File: src/rtl/i2c_types.sv
// Shared I2C transaction types used by the i2c_controller and its clients.
//   i2c_transaction_t : kind of transfer requested from the controller.
package i2c_types;
    typedef enum logic [1:0] {
        READ_8BIT_REGISTER   = 2'd0,
        WRITE_8BIT_REGISTER  = 2'd1,
        WRITE_12BIT_REGISTER = 2'd2,
        READ_12BIT_REGISTER  = 2'd3
    } i2c_transaction_t;
endpackage

File: src/rtl/audio_pkg.sv
// Audio path shared definitions.
//   i2c_transaction_t : re-exported from i2c_types
//   writer_state_t    : DAC writer FSM states
//   DAC_ADDR_DEFAULT  : default 7-bit I2C address of the DAC
//   sat_width()       : width of an unsaturated N-channel sum
package audio_pkg;
    typedef i2c_types::i2c_transaction_t i2c_transaction_t;

    typedef enum logic [1:0] {
        S_IDLE,
        S_SEND,
        S_WAIT
    } writer_state_t;

    localparam logic [6:0] DAC_ADDR_DEFAULT = 7'h62;

    // One spare bit above the exact sum width keeps the accumulator wrap-free.
    function automatic int unsigned sat_width(input int unsigned n, input int unsigned w);
        return w + $clog2(n) + 1;
    endfunction
endpackage

File: src/rtl/audio_dac_streamer_fifo.sv
// sample_fifo: synchronous FIFO, parametrised width/depth (depth power of two).
//   clk, rst        : clock, synchronous active-high reset (empties FIFO)
//   push, push_data : write request and data (ignored when full unless popping)
//   pop, pop_data   : read request and current head (ignored when empty)
//   full, empty     : status flags
//   level           : number of entries stored
module sample_fifo #(
    parameter int unsigned WIDTH = 12,
    parameter int unsigned DEPTH = 8
) (
    input  logic                       clk,
    input  logic                       rst,
    input  logic                       push,
    input  logic [WIDTH-1:0]           push_data,
    input  logic                       pop,
    output logic [WIDTH-1:0]           pop_data,
    output logic                       full,
    output logic                       empty,
    output logic [$clog2(DEPTH):0]     level
);
    localparam int unsigned AW = $clog2(DEPTH);
    localparam logic [AW:0] LVL_FULL = (AW+1)'(DEPTH);
    localparam logic [AW:0] LVL_ONE  = (AW+1)'(1);

    logic [WIDTH-1:0] mem [DEPTH];
    logic [AW-1:0]    wr_ptr;
    logic [AW-1:0]    rd_ptr;
    logic [AW:0]      count;
    logic             do_push;
    logic             do_pop;

    assign empty    = (count == '0);
    assign full     = (count == LVL_FULL);
    assign level    = count;
    assign pop_data = mem[rd_ptr];
    assign do_pop   = pop && !empty;
    // A pop in the same cycle frees the slot, so a push into a full FIFO is accepted.
    assign do_push  = push && (!full || do_pop);

    always_ff @(posedge clk) begin
        if (do_push) begin
            mem[wr_ptr] <= push_data;
        end
    end

    always_ff @(posedge clk) begin
        if (rst) begin
            wr_ptr <= '0;
            rd_ptr <= '0;
            count  <= '0;
        end else begin
            if (do_push) wr_ptr <= wr_ptr + AW'(1);
            if (do_pop)  rd_ptr <= rd_ptr + AW'(1);
            case ({do_push, do_pop})
                2'b10:   count <= count + LVL_ONE;
                2'b01:   count <= count - LVL_ONE;
                default: count <= count;
            endcase
        end
    end
endmodule

File: src/rtl/audio_dac_streamer.sv
// audio_dac_streamer: N-channel mixer feeding a sample-rate-paced I2C DAC writer.
//   clk, rst      : clock, synchronous active-high reset
//   ena           : enables sample ticks (FIFO keeps draining when low)
//   ch_data       : packed unsigned channel samples, channel k at [k*CH_W +: CH_W]
//   ch_mask       : 1 = channel included in the mix
//   mix_out       : last mixed, saturated sample
//   i2c_valid/ready, i2c_addr, i2c_data, i2c_mode : request to i2c_controller
//   fifo_level    : queued samples
//   overflow_cnt  : dropped samples, saturating at 255
//   underrun      : sticky, tick found nothing to send after the first write
module audio_dac_streamer
    import audio_pkg::*;
#(
    parameter int unsigned N_CHANNELS = 4,
    parameter int unsigned CH_W       = 11,
    parameter int unsigned DAC_W      = 12,
    parameter int unsigned MIX_SHIFT  = 1,
    parameter int unsigned CLK_HZ     = 400_000,
    parameter int unsigned SAMPLE_HZ  = 8_000,
    parameter int unsigned FIFO_DEPTH = 8,
    parameter logic [6:0]  DAC_ADDR   = DAC_ADDR_DEFAULT
) (
    input  logic                           clk,
    input  logic                           rst,
    input  logic                           ena,
    input  logic [N_CHANNELS*CH_W-1:0]     ch_data,
    input  logic [N_CHANNELS-1:0]          ch_mask,
    output logic [DAC_W-1:0]               mix_out,
    output logic                           i2c_valid,
    input  logic                           i2c_ready,
    output logic [6:0]                     i2c_addr,
    output logic [DAC_W-1:0]               i2c_data,
    output i2c_transaction_t               i2c_mode,
    output logic [$clog2(FIFO_DEPTH):0]    fifo_level,
    output logic [7:0]                     overflow_cnt,
    output logic                           underrun
);
    localparam int unsigned TICK_DIV = CLK_HZ / SAMPLE_HZ;
    localparam int unsigned TW       = $clog2(TICK_DIV);
    localparam int unsigned SUM_W    = sat_width(N_CHANNELS, CH_W);
    localparam int unsigned CMP_W    = (SUM_W > DAC_W) ? SUM_W : DAC_W;

    logic [TW-1:0]     tick_cnt;
    logic              tick;
    logic [SUM_W-1:0]  sum;
    logic [CMP_W-1:0]  scaled;
    logic [DAC_W-1:0]  mix_sat;
    logic              push_pend;
    logic [DAC_W-1:0]  fifo_head;
    logic              fifo_full;
    logic              fifo_empty;
    logic              fifo_pop;
    writer_state_t     state;
    logic              seen_low;
    logic              wrote;

    assign i2c_addr = DAC_ADDR;
    assign i2c_mode = i2c_types::WRITE_12BIT_REGISTER;

    // Tick generator
    assign tick = ena && (tick_cnt == TW'(TICK_DIV - 1));

    always_ff @(posedge clk) begin
        if (rst || !ena || tick) tick_cnt <= '0;
        else                     tick_cnt <= tick_cnt + TW'(1);
    end

    // Mixer
    always_comb begin
        sum = '0;
        for (int unsigned k = 0; k < N_CHANNELS; k++) begin
            if (ch_mask[k]) sum = sum + SUM_W'(ch_data[k*CH_W +: CH_W]);
        end
        scaled  = CMP_W'(sum >> MIX_SHIFT);
        mix_sat = (scaled > CMP_W'({DAC_W{1'b1}})) ? '1 : scaled[DAC_W-1:0];
    end

    // The registered mix result is pushed one cycle after the tick.
    always_ff @(posedge clk) begin
        if (rst) begin
            mix_out   <= '0;
            push_pend <= 1'b0;
        end else begin
            push_pend <= tick;
            if (tick) mix_out <= mix_sat;
        end
    end

    assign fifo_pop = (state == S_IDLE) && !fifo_empty && i2c_ready;

    sample_fifo #(
        .WIDTH (DAC_W),
        .DEPTH (FIFO_DEPTH)
    ) u_fifo (
        .clk       (clk),
        .rst       (rst),
        .push      (push_pend),
        .push_data (mix_out),
        .pop       (fifo_pop),
        .pop_data  (fifo_head),
        .full      (fifo_full),
        .empty     (fifo_empty),
        .level     (fifo_level)
    );

    always_ff @(posedge clk) begin
        if (rst) begin
            overflow_cnt <= '0;
        end else if (push_pend && fifo_full && !fifo_pop && (overflow_cnt != 8'hFF)) begin
            overflow_cnt <= overflow_cnt + 8'd1;
        end
    end

    // Writer FSM
    always_ff @(posedge clk) begin
        if (rst) begin
            state     <= S_IDLE;
            i2c_valid <= 1'b0;
            i2c_data  <= '0;
            seen_low  <= 1'b0;
            wrote     <= 1'b0;
            underrun  <= 1'b0;
        end else begin
            if (tick && fifo_empty && (state == S_IDLE) && wrote) underrun <= 1'b1;
            case (state)
                S_IDLE: begin
                    if (fifo_pop) begin
                        i2c_data  <= fifo_head;
                        i2c_valid <= 1'b1;
                        state     <= S_SEND;
                    end
                end
                S_SEND: begin
                    if (i2c_valid && i2c_ready) begin
                        i2c_valid <= 1'b0;
                        seen_low  <= 1'b0;
                        state     <= S_WAIT;
                    end
                end
                S_WAIT: begin
                    // Completion is the first ready=1 after at least one low cycle.
                    if (!i2c_ready) begin
                        seen_low <= 1'b1;
                    end else if (seen_low) begin
                        wrote <= 1'b1;
                        state <= S_IDLE;
                    end
                end
                default: state <= S_IDLE;
            endcase
        end
    end
endmodule

File: config.mk
export PLATFORM = sky130hd
export DESIGN_NAME = audio_dac_streamer
export DESIGN_NICKNAME = d
export VERILOG_FILES = /design/src/rtl/i2c_types.sv /design/src/rtl/audio_pkg.sv /design/src/rtl/audio_dac_streamer_fifo.sv /design/src/rtl/audio_dac_streamer.sv
export SDC_FILE = /design/constraint.sdc
export NUM_CORES = 1
export LEC_CHECK = 0
export CAP_MARGIN = 10
export CORE_AREA = 2 2 125 127
export CTS_CLUSTER_DIAMETER = 50
export DETAILED_ROUTE_END_ITERATION = 12
export DIE_AREA = 0 0 127 129
export HOLD_SLACK_MARGIN = 0.08
export PLACE_DENSITY = 0.8
export SETUP_SLACK_MARGIN = 0.2
export SLEW_MARGIN = 20
export SYNTH_ARGS = -nofsm -noshare
export SYNTH_HDL_FRONTEND = slang
export SYNTH_HIERARCHICAL = 1
export SYNTH_SLANG_ARGS = --single-unit
File: constraint.sdc
create_clock -name clk -period 7.5 [get_ports clk]
set_input_delay 1.125 -clock clk [delete_from_list [all_inputs] [get_ports clk]]
set_output_delay 1.125 -clock clk [all_outputs]
set_load 0.005 [all_outputs]
==> results.cfg, run 1 <==
[sta]
worst_slew_pin_slew_ns = 1.07
grt_setup_unrepaired = false
fin_crit_ns = 6.48
finalHoldViolCount = 0
finalSetupTns_ns = 0
final_max_slew_viol_count = 0
fin_skew_ns = 0.00651
timing.final.crit_share_pct = 86.3
maxClockFrequency_ghz = 0.154
relSlewSlack_pct = 28.5
final-setup-viol-count = 0

[routing]
totalWireLength_microns = 17600
vias_per_cell = 5.77
via_count = 5842
drt.antenna.violating_nets = 0
drc = 0
first_pass_iters = 5
wire_per_inst_microns = 17.4
first_iter_violations = 325

[cts]
clkTransAtPathRegs_ns = 0.06
cts_hold_buf = 0
htreeDepth = 4
cts_buffer_depth = 2
postCtsSetupBuffers = 0
clk_latency_ns = 0.42
cts_tree = done
cts_sinks = 154
cts_root_buffer = clkbuf_16
cts_inserted_buffers = 17
cts_resized = 0

[worst_setup_path]
slowest_delay_ns = 0.56
crit_start = ch_mask[0]
regToRegEndpoint = u_fifo/level[3]
crit_slowest_cell = a21oi_2
cp-endpoint = mix_out[8]
r2r-start = u_fifo/level[1]
crit_type = in2reg
cp-start-kind = primary input
crit_path_end_kind = flop
cpMostUsedCell = a21oi_1
reg2reg_slack_ns = 3.48
arrival_ns = 6.73
crit_required_ns = 7.76
path_delay_family = compound AO/OA/AOI/OAI gates
cp.depth = 26
path_buf_inv = 2
reg2reg_depth = 12
cp_max_fo = 11

[finish]
drive_gt1_share_pct = 11.5
final_nets = 902
layoutNonFillerInstCount = 1012
finalInstanceArea_sq_um = 9960
diodes = 0
syn2layout_area_growth_pct = 18.9

[global_route]
grt_max_degree = 52
grt.busiest_layer = met2
grt_pass1_vias = 5782
grt_pass1_wl_microns = 28700
grtUsageTotal_pct = 22.2
met2_usage_pct = 40.4
overflow = 0
gr-usage-met1_pct = 26.9
met3_usage_pct = 3.91
antenna_found_initial = 0

[die]
die_w_microns = 127
core_sq_um = 15000
die_y_microns = 129
die_area_sq_um = 16400
start_util_pct = 55.9
num_rows = 45
io_pins = 99

[place]
dp_cells = 980
place_area_sq_um = 9350
place_congestion = 0.891
port_buffers = 89
hpwl_microns = 12400

[flow_run]
maxCapViolations = 0

[outcome]
status = complete, no violations

[yosys]
async_flop_share_pct = 0
avgSynthCellArea_sq_um = 11.5
syn_inst = 727
synth-edff-count = 96
synth_cell_types = 76
yosys_warnings = 6
yosysSeqAreaShare_pct = 48.3
ys_seq_elements = 154
syn_area_sq_um = 8380
synth_ff_type = edfxtp_1

[pwr]
pwr_density_cell_nw_per_um2 = 209
ir_drop_mv = 0.184
power.leakage_nw = 3.91

[min_path]
hold_class = reg2reg
## power by group
group	leakage (nW)	switching (mW)	internal (mW)
clock network	0.290	0.337	0.535
logic	2.04	0.173	0.144
registers	1.58	0.000501	0.890
total	3.91	0.510	1.57
## Yosys cell counts, types with 3 or more instances
master	n	area, sq um
o21ai_1	4	20.0
clkbuf_1	15	56.3
mux2_2	14	158
nand2_1	62	233
nor4bb_1	3	30.0
nor3_1	14	70.1
nand2b_1	9	56.3
nand4_1	4	25.0
buf_4	10	75.1
mux2i_1	11	110
xnor2_1	21	184
buf_6	4	45.0
buf_2	6	30.0
edfxtp_1	96	2880
o21a_1	9	67.6
buf_1	3	11.3
a22oi_1	4	30.0
dfxtp_1	58	1160
o31a_1	4	35.0
nor2b_1	11	68.8
nor4_1	3	18.8
o21ai_0	19	95.1
nand3_1	11	55.1
a21oi_1	47	235
ha_1	35	438
o21ai_2	4	35.0
and3_1	5	31.3
xor2_1	18	158
nand3b_1	3	22.5
o21bai_1	4	30.0
fa_1	4	80.1
mux4_2	4	90.1
a211oi_1	5	37.5
a21o_1	10	75.1
o211ai_1	6	45.0
inv_1	26	97.6
a211oi_2	9	113
mux4_1	20	526
and2_1	8	50.1
nor2_1	68	255
a21oi_2	5	43.8
or3_1	7	43.8
## worst min-delay path: cells and delay by family, from the launching register on
| family | cells | cell delay, ns |
|---|---|---|
| flip-flops | 1 | 0.31 |
| AO/OA/AOI/OAI | 1 | 0.05 |
| AND/OR/NAND/NOR | 1 | 0.05 |
## layout by cell type (no fill, tap or decap), types with 4 or more instances in the layout
| cell type | Yosys | layout |
|---|---|---|
| or3_1 | 7 | 7 |
| fa_1 | 4 | 4 |
| o211ai_1 | 6 | 6 |
| clkdlybuf4s50_1 | 0 | 88 |
| a211oi_1 | 5 | 5 |
| buf_4 | 10 | 10 |
| o21bai_1 | 4 | 4 |
| conb_1 | 2 | 9 |
| mux4_1 | 20 | 20 |
| ha_1 | 35 | 35 |
| o21a_1 | 9 | 9 |
| xnor2_1 | 21 | 21 |
| o21ai_2 | 4 | 4 |
| dfxtp_1 | 58 | 58 |
| o21ai_1 | 4 | 4 |
| inv_1 | 26 | 26 |
| mux2_2 | 14 | 14 |
| mux2i_1 | 11 | 11 |
| nor3_1 | 14 | 14 |
| nor2_1 | 68 | 68 |
| o21ai_0 | 19 | 19 |
| nand4_1 | 4 | 4 |
| and2_1 | 8 | 8 |
| a21oi_1 | 47 | 47 |
| mux4_2 | 4 | 4 |
| edfxtp_1 | 96 | 96 |
| nand3_1 | 11 | 11 |
| a21oi_2 | 5 | 5 |
| a21o_1 | 10 | 10 |
| nor2b_1 | 11 | 11 |
| clkbuf_16 | 0 | 17 |
| o31a_1 | 4 | 4 |
| a22oi_1 | 4 | 4 |
| xor2_1 | 18 | 18 |
| a211oi_2 | 9 | 9 |
| and3_1 | 5 | 5 |
| nand2_1 | 62 | 62 |
| nand2b_1 | 9 | 9 |
## per-stage QoR
stage / setup slack (ns) / hold WS, ns / total power [mW] / util, %
floorplan: 1.70 / 0.428 / 1.15 / -
global placement: 0.858 / 0.439 / 1.21 / 62.5
detailed placement: 0.634 / 0.449 / 1.22 / 62.5
CTS: 1.06 / 0.458 / 2.09 / 66.5
global route: 0.526 / 0.475 / 2.16 / 66.5
finish: 1.02 / 0.456 / 2.08 / 66.5
## cells by family after synthesis
logic type      share of synthesized area, %
xor+xnor                                4.08
other cells                           0.0896
buf+inv                                 4.35
compound gates                          14.3
fa+ha+maj                               6.32
mux                                     10.5
flops                                   48.3
simple gates                            12.1
## layout make-up
class,instances,area (sq um)
Clock buffer,19,443
Clock inverter,13,166
Fill cell,1097,5010
Inverter,27,101
Multi-Input combinational cell,512,4010
Sequential cell,154,4040
Tap cell,188,235
Timing Repair Buffer,99,961
## metal layers
layer  vias to the layer above  share of wire (%)
met4                         0                1.5
met5                         -                  0
met1                      2803                 42
met2                       153                 52
met3                        21                4.0
li1                       2865                  -
## how the worst min path moves through the flow
stage                         to  cells past startpoint          from
global placement     tick_cnt[0]                      1   tick_cnt[0]
floorplan                  wrote                      2         wrote
global route         i2c_data[4]                      2   i2c_data[4]
CTS                 i2c_data[11]                      2  i2c_data[11]
detailed placement  i2c_data[11]                      2  i2c_data[11]
finish              i2c_data[11]                      2  i2c_data[11]
## sequential cells by signal (all words and copies together), names as in the netlist, named ones only
register	flops
i2c_data	12
u_fifo/mem	96
i2c_valid	1
push_pend	1
tick_cnt	6
seen_low	1
u_fifo/level	4
wrote	1
state	2
overflow_cnt	8
underrun	1
u_fifo/wr_ptr	3
u_fifo/rd_ptr	3
mix_out	12
No activity file was read; power rests on OpenSTA's default activity.
==> inputs of run 2 (changes only) <==
ABC_AREA = 1   (was not set)
CORE_AREA = 2 2 126 128   (was 2 2 125 127)
DIE_AREA = 0 0 128 130   (was 0 0 127 129)
PLACE_DENSITY = 0.79   (was 0.8)
==> run 2 against run 1 <==
Compared with the run above: synthesized area increased by 1.3%; sequential share of layout area fell by 0.34 points; global-route usage grew 2.9 points; sequential power about the same.
==> results.cfg, run 2 <==
[global_route]
grt_pass1_vias = 6759
overflow = 0
grtUsageTotal_pct = 25.1
grt_max_degree = 50
grt_pass1_wl_microns = 32600
antenna_found_initial = 0

[worst_setup_path]
crit_path_end_kind = flop
crit_required_ns = 7.82
crit_type = in2reg
path_delay_family = simple AND/OR/NAND/NOR gates
path_buf_inv = 7
crit_slowest_cell = clkdlybuf4s50_1
slowest_delay_ns = 0.83
arrival_ns = 6.29
cpMostUsedCell = nand2_1
cp_max_fo = 16
cp-start-kind = primary input

[routing]
wire_per_inst_microns = 15.6
first_iter_violations = 495
drc = 0
first_pass_iters = 5
vias_per_cell = 5.45
drt.antenna.violating_nets = 0
totalWireLength_microns = 20100
via_count = 7026

[finish]
finalInstanceArea_sq_um = 10100
syn2layout_area_growth_pct = 18.4
top_regs = u_fifo/mem (96), i2c_data (12), mix_out (12)
largest-register = u_fifo/mem
drive_gt1_share_pct = 6.93
diodes = 0
layoutNonFillerInstCount = 1288
layout_commonest_cell = nand2_1
final_cell_mix = nand2_1 (200), nor2_1 (128), inv_1 (100)
final_nets = 1174
largest_register_ffs = 96
fillers = 1294

[sta]
finalHoldViolCount = 0
worst_slew_pin_slew_ns = 0.853
timing.final.crit_share_pct = 79.6
fin_crit_ns = 5.97
maxClockFrequency_ghz = 0.168
relSlewSlack_pct = 43.1
grt_setup_unrepaired = false
whs_ns = 0.471
final-setup-viol-count = 0
fin_skew_ns = 0.00736
finalSetupTns_ns = 0
final_max_slew_viol_count = 0

[cts]
cts_inserted_buffers = 17
cts_root_buffer = clkbuf_16
postCtsSetupBuffers = 0
clkTransAtPathRegs_ns = 0.06
clk_latency_ns = 0.43
cts_hold_buf = 0
htreeDepth = 4
cts_sinks = 154
cts_buffer_depth = 2
cts_tree = done
cts_resized = 0

[place]
port_buffers = 89
place_congestion = 0.987
hpwl_microns = 14500
dp_cells = 1256
place_area_sq_um = 9490

[yosys]
yosysTopAreaCell = edfxtp_1
syn_area_sq_um = 8490
synth.most_common_cell = nand2_1
synth_cell_types = 48
synth-edff-count = 96
yosysSeqAreaShare_pct = 47.6
async_flop_share_pct = 0
synth_top_cells_by_count = nand2_1 (200), nor2_1 (130), inv_1 (100), edfxtp_1 (96), o21ai_0 (73)
synthTopCellsByArea = edfxtp_1 (34%), dfxtp_1 (14%), nand2_1 (8.8%)
yosys_warnings = 6
avgSynthCellArea_sq_um = 8.52
ys_seq_elements = 154
syn_inst = 997
netlist.area_leader.share_pct = 34.0
synth_ff_type = edfxtp_1

[die]
io_pins = 99
core_sq_um = 15400
start_util_pct = 55.0
num_rows = 46
die_w_microns = 128
die_area_sq_um = 16600
die_y_microns = 130

[min_path]
hold_class = reg2reg

[pwr]
ir_drop_mv = 0.165
pwr_density_cell_nw_per_um2 = 200
power.leakage_nw = 4.33

[outcome]
status = complete, no violations

[flow_run]
maxCapViolations = 0
==> run 2: cell count changes after synthesis, sizes merged, moves of 22 or more <==
cell / before / now
nand2: 62 / 211
inv: 27 / 103
nor2: 68 / 137
nand3: 11 / 70
o21ai: 28 / 85
mux4: 24 / 0
o22ai: 2 / 24
==> run 2: final cells by class <==
type	count	area (sq um)	area share, %
multi-input combinational	709	3850	38.4
clock buffer	21	472	4.69
sequential	154	4050	40.2
tap	192	240	2.39
clock inverter	11	93.8	0.934
inverter	103	387	3.85
timing repair buffer	98	958	9.54
==> run 2: where the power goes <==
group / leakage [nW] / internal, mW / switching [mW]
Combinational: 2.47 / 0.124 / 0.185
Sequential: 1.58 / 0.890 / 0.000526
Clock: 0.275 / 0.483 / 0.326
Total: 4.33 / 1.50 / 0.512
==> run 2: layer usage <==
| metal | wire (microns) | GRT usage [%] |
|---|---|---|
| met1 | 8400 | 30.1 |
| met2 | 10300 | 45.3 |
| met3 | 856 | 4.35 |
| met4 | 512 | 9.50 |
| met5 | 0 | 0 |
==> run 2: logic make-up after synthesis <==
logic type / after synthesis / share of synthesized area, %
other cells: 2 / 0.0885
buf+inv: 141 / 7.34
simple gates: 445 / 22.7
fa+ha+maj: 39 / 6.10
xor+xnor: 14 / 1.44
compound gates: 178 / 11.8
flops: 154 / 47.6
mux: 24 / 2.83
==> run 2: metrics by stage <==
stage          setup slack (ns)  total power [mW]  utilization [%]
6_report                   1.53              2.01             65.2
5_1_grt                    1.04              2.09             65.2
4_1_cts                    1.56              2.02             65.2
3_5_place_dp               1.10              1.21             61.5
3_3_place_gp               1.31              1.21             61.5
2_1_floorplan              2.44              1.14                -
==> run 2: tightest hold or removal path, stage by stage (launching register included) <==
cell and delay, ns:
dfxtp_1 0.31, nand2_1 0.06, a21oi_1 0.06
==> run 2: path summary, 6_finish.rpt <==
check	startpoint	endpoint	slack (ns)	cells past startpoint
setup / recovery	ch_mask[0]	mix_out[10]	1.53	32
hold / removal	tick_cnt[5]	tick_cnt[5]	0.47	2
setup reg to reg	u_fifo/level[3]	u_fifo/mem[4][7]	4.25	13
hold reg to reg	tick_cnt[5]	tick_cnt[5]	0.47	2
==> inputs of run 3 (changes only) <==
clock period = 6.1 ns   (was 7.5 ns; I/O delays follow)
==> run 3 against run 2 <==
Compared with the run above: core utilization grew 0.097 points; setup slack got worse by 0.94 ns; largest cell class unchanged; critical path depth up 1; critical endpoint unchanged.
==> results.cfg, run 3 (synthesis results as in run 2) <==
[outcome]
status = complete, no violations

[routing]
via_count = 6939
totalWireLength_microns = 20300
wire_per_inst_microns = 15.7
drc = 0
first_pass_iters = 5
drt.antenna.violating_nets = 0
vias_per_cell = 5.37
first_iter_violations = 435

[sta]
final_max_slew_viol_count = 0
maxClockFrequency_ghz = 0.182
finalHoldViolCount = 0
relSlewSlack_pct = 37.4
grt_setup_unrepaired = false
timing.final.crit_share_pct = 90.2
fin_crit_ns = 5.50
worst_slew_pin_slew_ns = 0.938
finalSetupTns_ns = 0
final-setup-viol-count = 0
fin_skew_ns = 0.0121

[die]
core_sq_um = 15400
io_pins = 99
num_rows = 46
die_y_microns = 130
die_w_microns = 128
start_util_pct = 55.0
die_area_sq_um = 16600

[global_route]
grt_pass1_wl_microns = 31900
overflow = 0
grtUsageTotal_pct = 24.8
antenna_found_initial = 0
grt_max_degree = 50
grt_pass1_vias = 6476

[worst_setup_path]
regToRegEndpoint = u_fifo/mem[4][7]
crit_slowest_cell = clkdlybuf4s50_1
cpMostUsedCell = nand2_1
cp_max_fo = 15
path_buf_inv = 6
cp.depth = 33
reg2reg_depth = 13
crit_path_end_kind = flop
arrival_ns = 5.82
path_delay_family = simple AND/OR/NAND/NOR gates
crit_type = in2reg
r2r-start = u_fifo/level[3]
crit_required_ns = 6.41
slowest_delay_ns = 0.48
cp-start-kind = primary input
reg2reg_slack_ns = 2.89

[cts]
cts_sinks = 154
cts_hold_buf = 0
cts_tree = done
cts_inserted_buffers = 17
cts_root_buffer = clkbuf_16
htreeDepth = 4
postCtsSetupBuffers = 0
cts_resized = 0
clk_latency_ns = 0.42
clkTransAtPathRegs_ns = 0.06
cts_buffer_depth = 2

[finish]
drive_gt1_share_pct = 7.54
top_regs = u_fifo/mem (96), i2c_data (12), mix_out (12)
largest_register_ffs = 96
layout_commonest_cell = nand2_1
syn2layout_area_growth_pct = 18.6
fillers = 1307
diodes = 0
finalInstanceArea_sq_um = 10100
final_nets = 1179
largest-register = u_fifo/mem
final_cell_mix = nand2_1 (200), nor2_1 (129), inv_1 (100)

[place]
port_buffers = 89
place_area_sq_um = 9520
hpwl_microns = 14600
place_congestion = 0.910

[min_path]
whs_path_depth = 1
hold_end = tick_cnt[0]
hold_path.startpoint = tick_cnt[0]
hold_class = reg2reg

[pwr]
ir_drop_mv = 0.202
pwr_density_cell_nw_per_um2 = 243
power.leakage_nw = 4.34

[flow_run]
maxCapViolations = 0
## run 3: worst max-delay path by stage
stage                from          end  slack, ns
2_1_floorplan  ch_mask[0]  mix_out[11]       1.25
3_3_place_gp   ch_mask[0]  mix_out[10]       0.19
3_5_place_dp   ch_mask[0]  mix_out[10]       0.23
4_1_cts        ch_mask[0]  mix_out[10]       0.64
5_1_grt        ch_mask[0]   mix_out[6]       0.20
6_report       ch_mask[0]  mix_out[10]       0.60
## run 3: area by class of cell
| cell class | instances | area, sq um | area share [%] |
|---|---|---|---|
| sequential | 154 | 4050 | 40.2 |
| multi-input combinational | 709 | 3850 | 38.3 |
| timing repair buffer | 103 | 996 | 9.89 |
| clock buffer | 19 | 454 | 4.51 |
| inverter | 103 | 387 | 3.84 |
| tap | 192 | 240 | 2.39 |
| clock inverter | 13 | 91.3 | 0.907 |
## run 3: layer usage
metal | vias up | part of all wire (%) | GRT usage [%]
met4 | 0 | 2.2 | 8.53
met2 | 195 | 51 | 44.7
met5 | - | 0 | 0
met1 | 3180 | 42 | 30.5
li1 | 3533 | - | -
met3 | 31 | 4.2 | 3.77
## run 3: through the flow
stage	hold WS (ns)	power, mW	std cells	setup WS, ns	util, %
2_1_floorplan	0.433	1.40	1004	1.25	-
3_3_place_gp	0.444	1.50	1261	0.185	61.7
3_5_place_dp	0.452	1.50	1261	0.226	61.7
4_1_cts	0.465	2.45	1293	0.637	65.3
5_1_grt	0.485	2.55	1293	0.203	65.3
6_report	0.466	2.44	1293	0.597	65.3
## run 3: worst reg2reg max path: stages, from the launching register on
cell and delay [ns]:
dfxtp_1 0.44, nor2_1 0.07, nand2_1 0.11, inv_1 0.07
nor2_1 0.10, nand2_1 0.33, inv_1 0.51, inv_1 0.08
nand4_1 0.11, nand2_1 0.12, inv_1 0.10, nand2_1 0.13
nor2_1 0.44, buf_4 0.31
## run 3: power by group
group / switching [mW] / total, mW / internal, mW
registers: 0.000580 / 1.09 / 1.09
clock network: 0.418 / 0.964 / 0.546
logic: 0.231 / 0.386 / 0.155
total: 0.650 / 2.44 / 1.79
==> variant (config.mk and constraints of run 1) <==
Set the parameter `FIFO_DEPTH` to 4 (it was 8).
--- a/src/rtl/audio_dac_streamer.sv
+++ b/src/rtl/audio_dac_streamer.sv
@@ -18,5 +18,5 @@
     parameter int unsigned CLK_HZ     = 400_000,
     parameter int unsigned SAMPLE_HZ  = 8_000,
-    parameter int unsigned FIFO_DEPTH = 8,
+    parameter int unsigned FIFO_DEPTH = 4,
     parameter logic [6:0]  DAC_ADDR   = DAC_ADDR_DEFAULT
 ) (
Interface: changed (resized fifo_level); port bits go from 99 to 98. No check against the original RTL was run, so the function may have changed too.
==> variant against run 1 <==
  * Routed wire length shrank 31%
  * Area after synthesis shrank 26%
  * Synthesized cell count shrank 14%
  * Largest power group unchanged
  * Sequential power shrank 35%
  * Design area shrank 25%
  * Die area is the same
  * Global-route usage shrank 6.5 points
  * First-iteration DRC count shrank 16%
  * Worst setup slack gained 0.027 ns
  * Power shrank 34%
  * Critical path depth is the same
  * Sequential cell count shrank 52
  * Sequential share of layout area shrank 6.8 points
  * Register-to-register slack gained 0.60 ns
==> variant: results (changes against run 1) <==
post-place instance area 7140 um2 (-24%); Post-Route WL 12.2 mm (-31%); Final Skew 0.0109 ns (+0.00436 ns); M3 GR Usage 0.0241 (-0.0150); initial drt markers 274 (-16%); status complete, no violations; Slew @ Worst Pin 0.957 ns (-0.114 ns); RD Place Congestion 0.825 (-7.5%); fin nets 790 (-12%); GR met2 Demand/Resource 0.269 (-0.135); post-synthesis mux area share 0.0637 (-0.0417); EDFF count, synth 48 (-50%); first-pass GRT wire length 21.0 mm (-27%); drt pass-1 iters 4 (-1); Area contributors post-synth edfxtp_1, dfxtp_1, ha_1; Reg2Reg Setup Slack 4.08 ns (+0.60 ns); port bufs 88 (-1.1%); routing usage on met1 0.211 (-0.0581); r2r endpoint u_fifo/level[2]$_SDFFE_PP0P_; CTS buffer count 9 (-8); Clock Latency Late Sink 0.34 ns (-0.08 ns); layout cells sized above 1 0.0923 (-0.0230); Post-Synth Adder-Cell Area 0.0855 (+0.0223); Synth Area in XOR/XNOR 0.0524 (+0.0116); Tot GR Track Use 0.157 (-0.0652); register area share after synthesis 0.408 (-0.0751); Compound-Gate Fraction of Synth Area 0.184 (+0.0403); vias in the first global route 4450 (-23%); pre-CTS setup slack 0.708 ns (+0.0743 ns); largest net degree at the start of global routing 50 (-3.8%); H-tree Lvls 3 (-1); top cells by count, synth nand2_1, nor2_1, dfxtp_1; ys flop type dfxtp_1; biggest regs u_fifo/mem x48, i2c_data x12, mix_out x12; worst reg2reg startpoint u_fifo/level[0]$_SDFFE_PP0P_; Sw Pwr 359 uW (-30%); Leakage Power 0.00285 uW (-27%); via count 4674 (-20%); post-synth cell types 74 (-2.6%)
==> variant: metrics by stage <==
step	util	power (uW)	cells	hold slack, ns
after CTS	0.498	1380	892	0.456
after detailed placement	0.477	895	876	0.447
after floorplan	-	828	633	0.428
after global routing	0.498	1440	892	0.474
after global placement	0.477	892	876	0.442
final	0.498	1370	892	0.450
==> variant: per-layer routing <==
layer	routed length, um	vias to the layer above	share of wire
li1	-	2386	-
met1	5830	2177	0.48
met2	5880	103	0.48
met3	456	8	0.037
met4	78	0	0.0064
met5	0	-	0
==> variant: cell families (layout without fill, tap and decap cells) <==
group,after synthesis,after routing
other,2,9
adders and majority gates,40,40
buffers and inverters,65,136
AOI/OAI and AO/OA,154,154
DFF,102,102
muxes,24,24
and+or+nand+nor,202,202
xor gates and xnor gates,37,37
==> variant: worst reg2reg max path, delay by kind of cell (launching register included) <==
kind                       cells  cell delay (ns)
AOI/OAI and AO/OA              2             0.55
adders and majority gates      1             0.38
buffers and inverters          1             0.49
DFF                            1             0.53
muxes                          1             0.35
and+or+nand+nor                4             1.01
==> variant: cell type report <==
type                       count  area [um2]
fill                        1342        7520
inverter                      30         113
multi-input combinational    466        3380
sequential                   102        2520
tap                          188         235
timing repair buffer          90         891
clock buffer                  10         229
clock inverter                 6        85.1
==> variant: power groups by stage <==
stage	sequential, uW	clock, uW	combinational (uW)
final	578	486	308
after CTS	578	496	308
after global routing	578	516	347
after floorplan	590	0	238
after global placement	590	0	302
after detailed placement	590	0	305
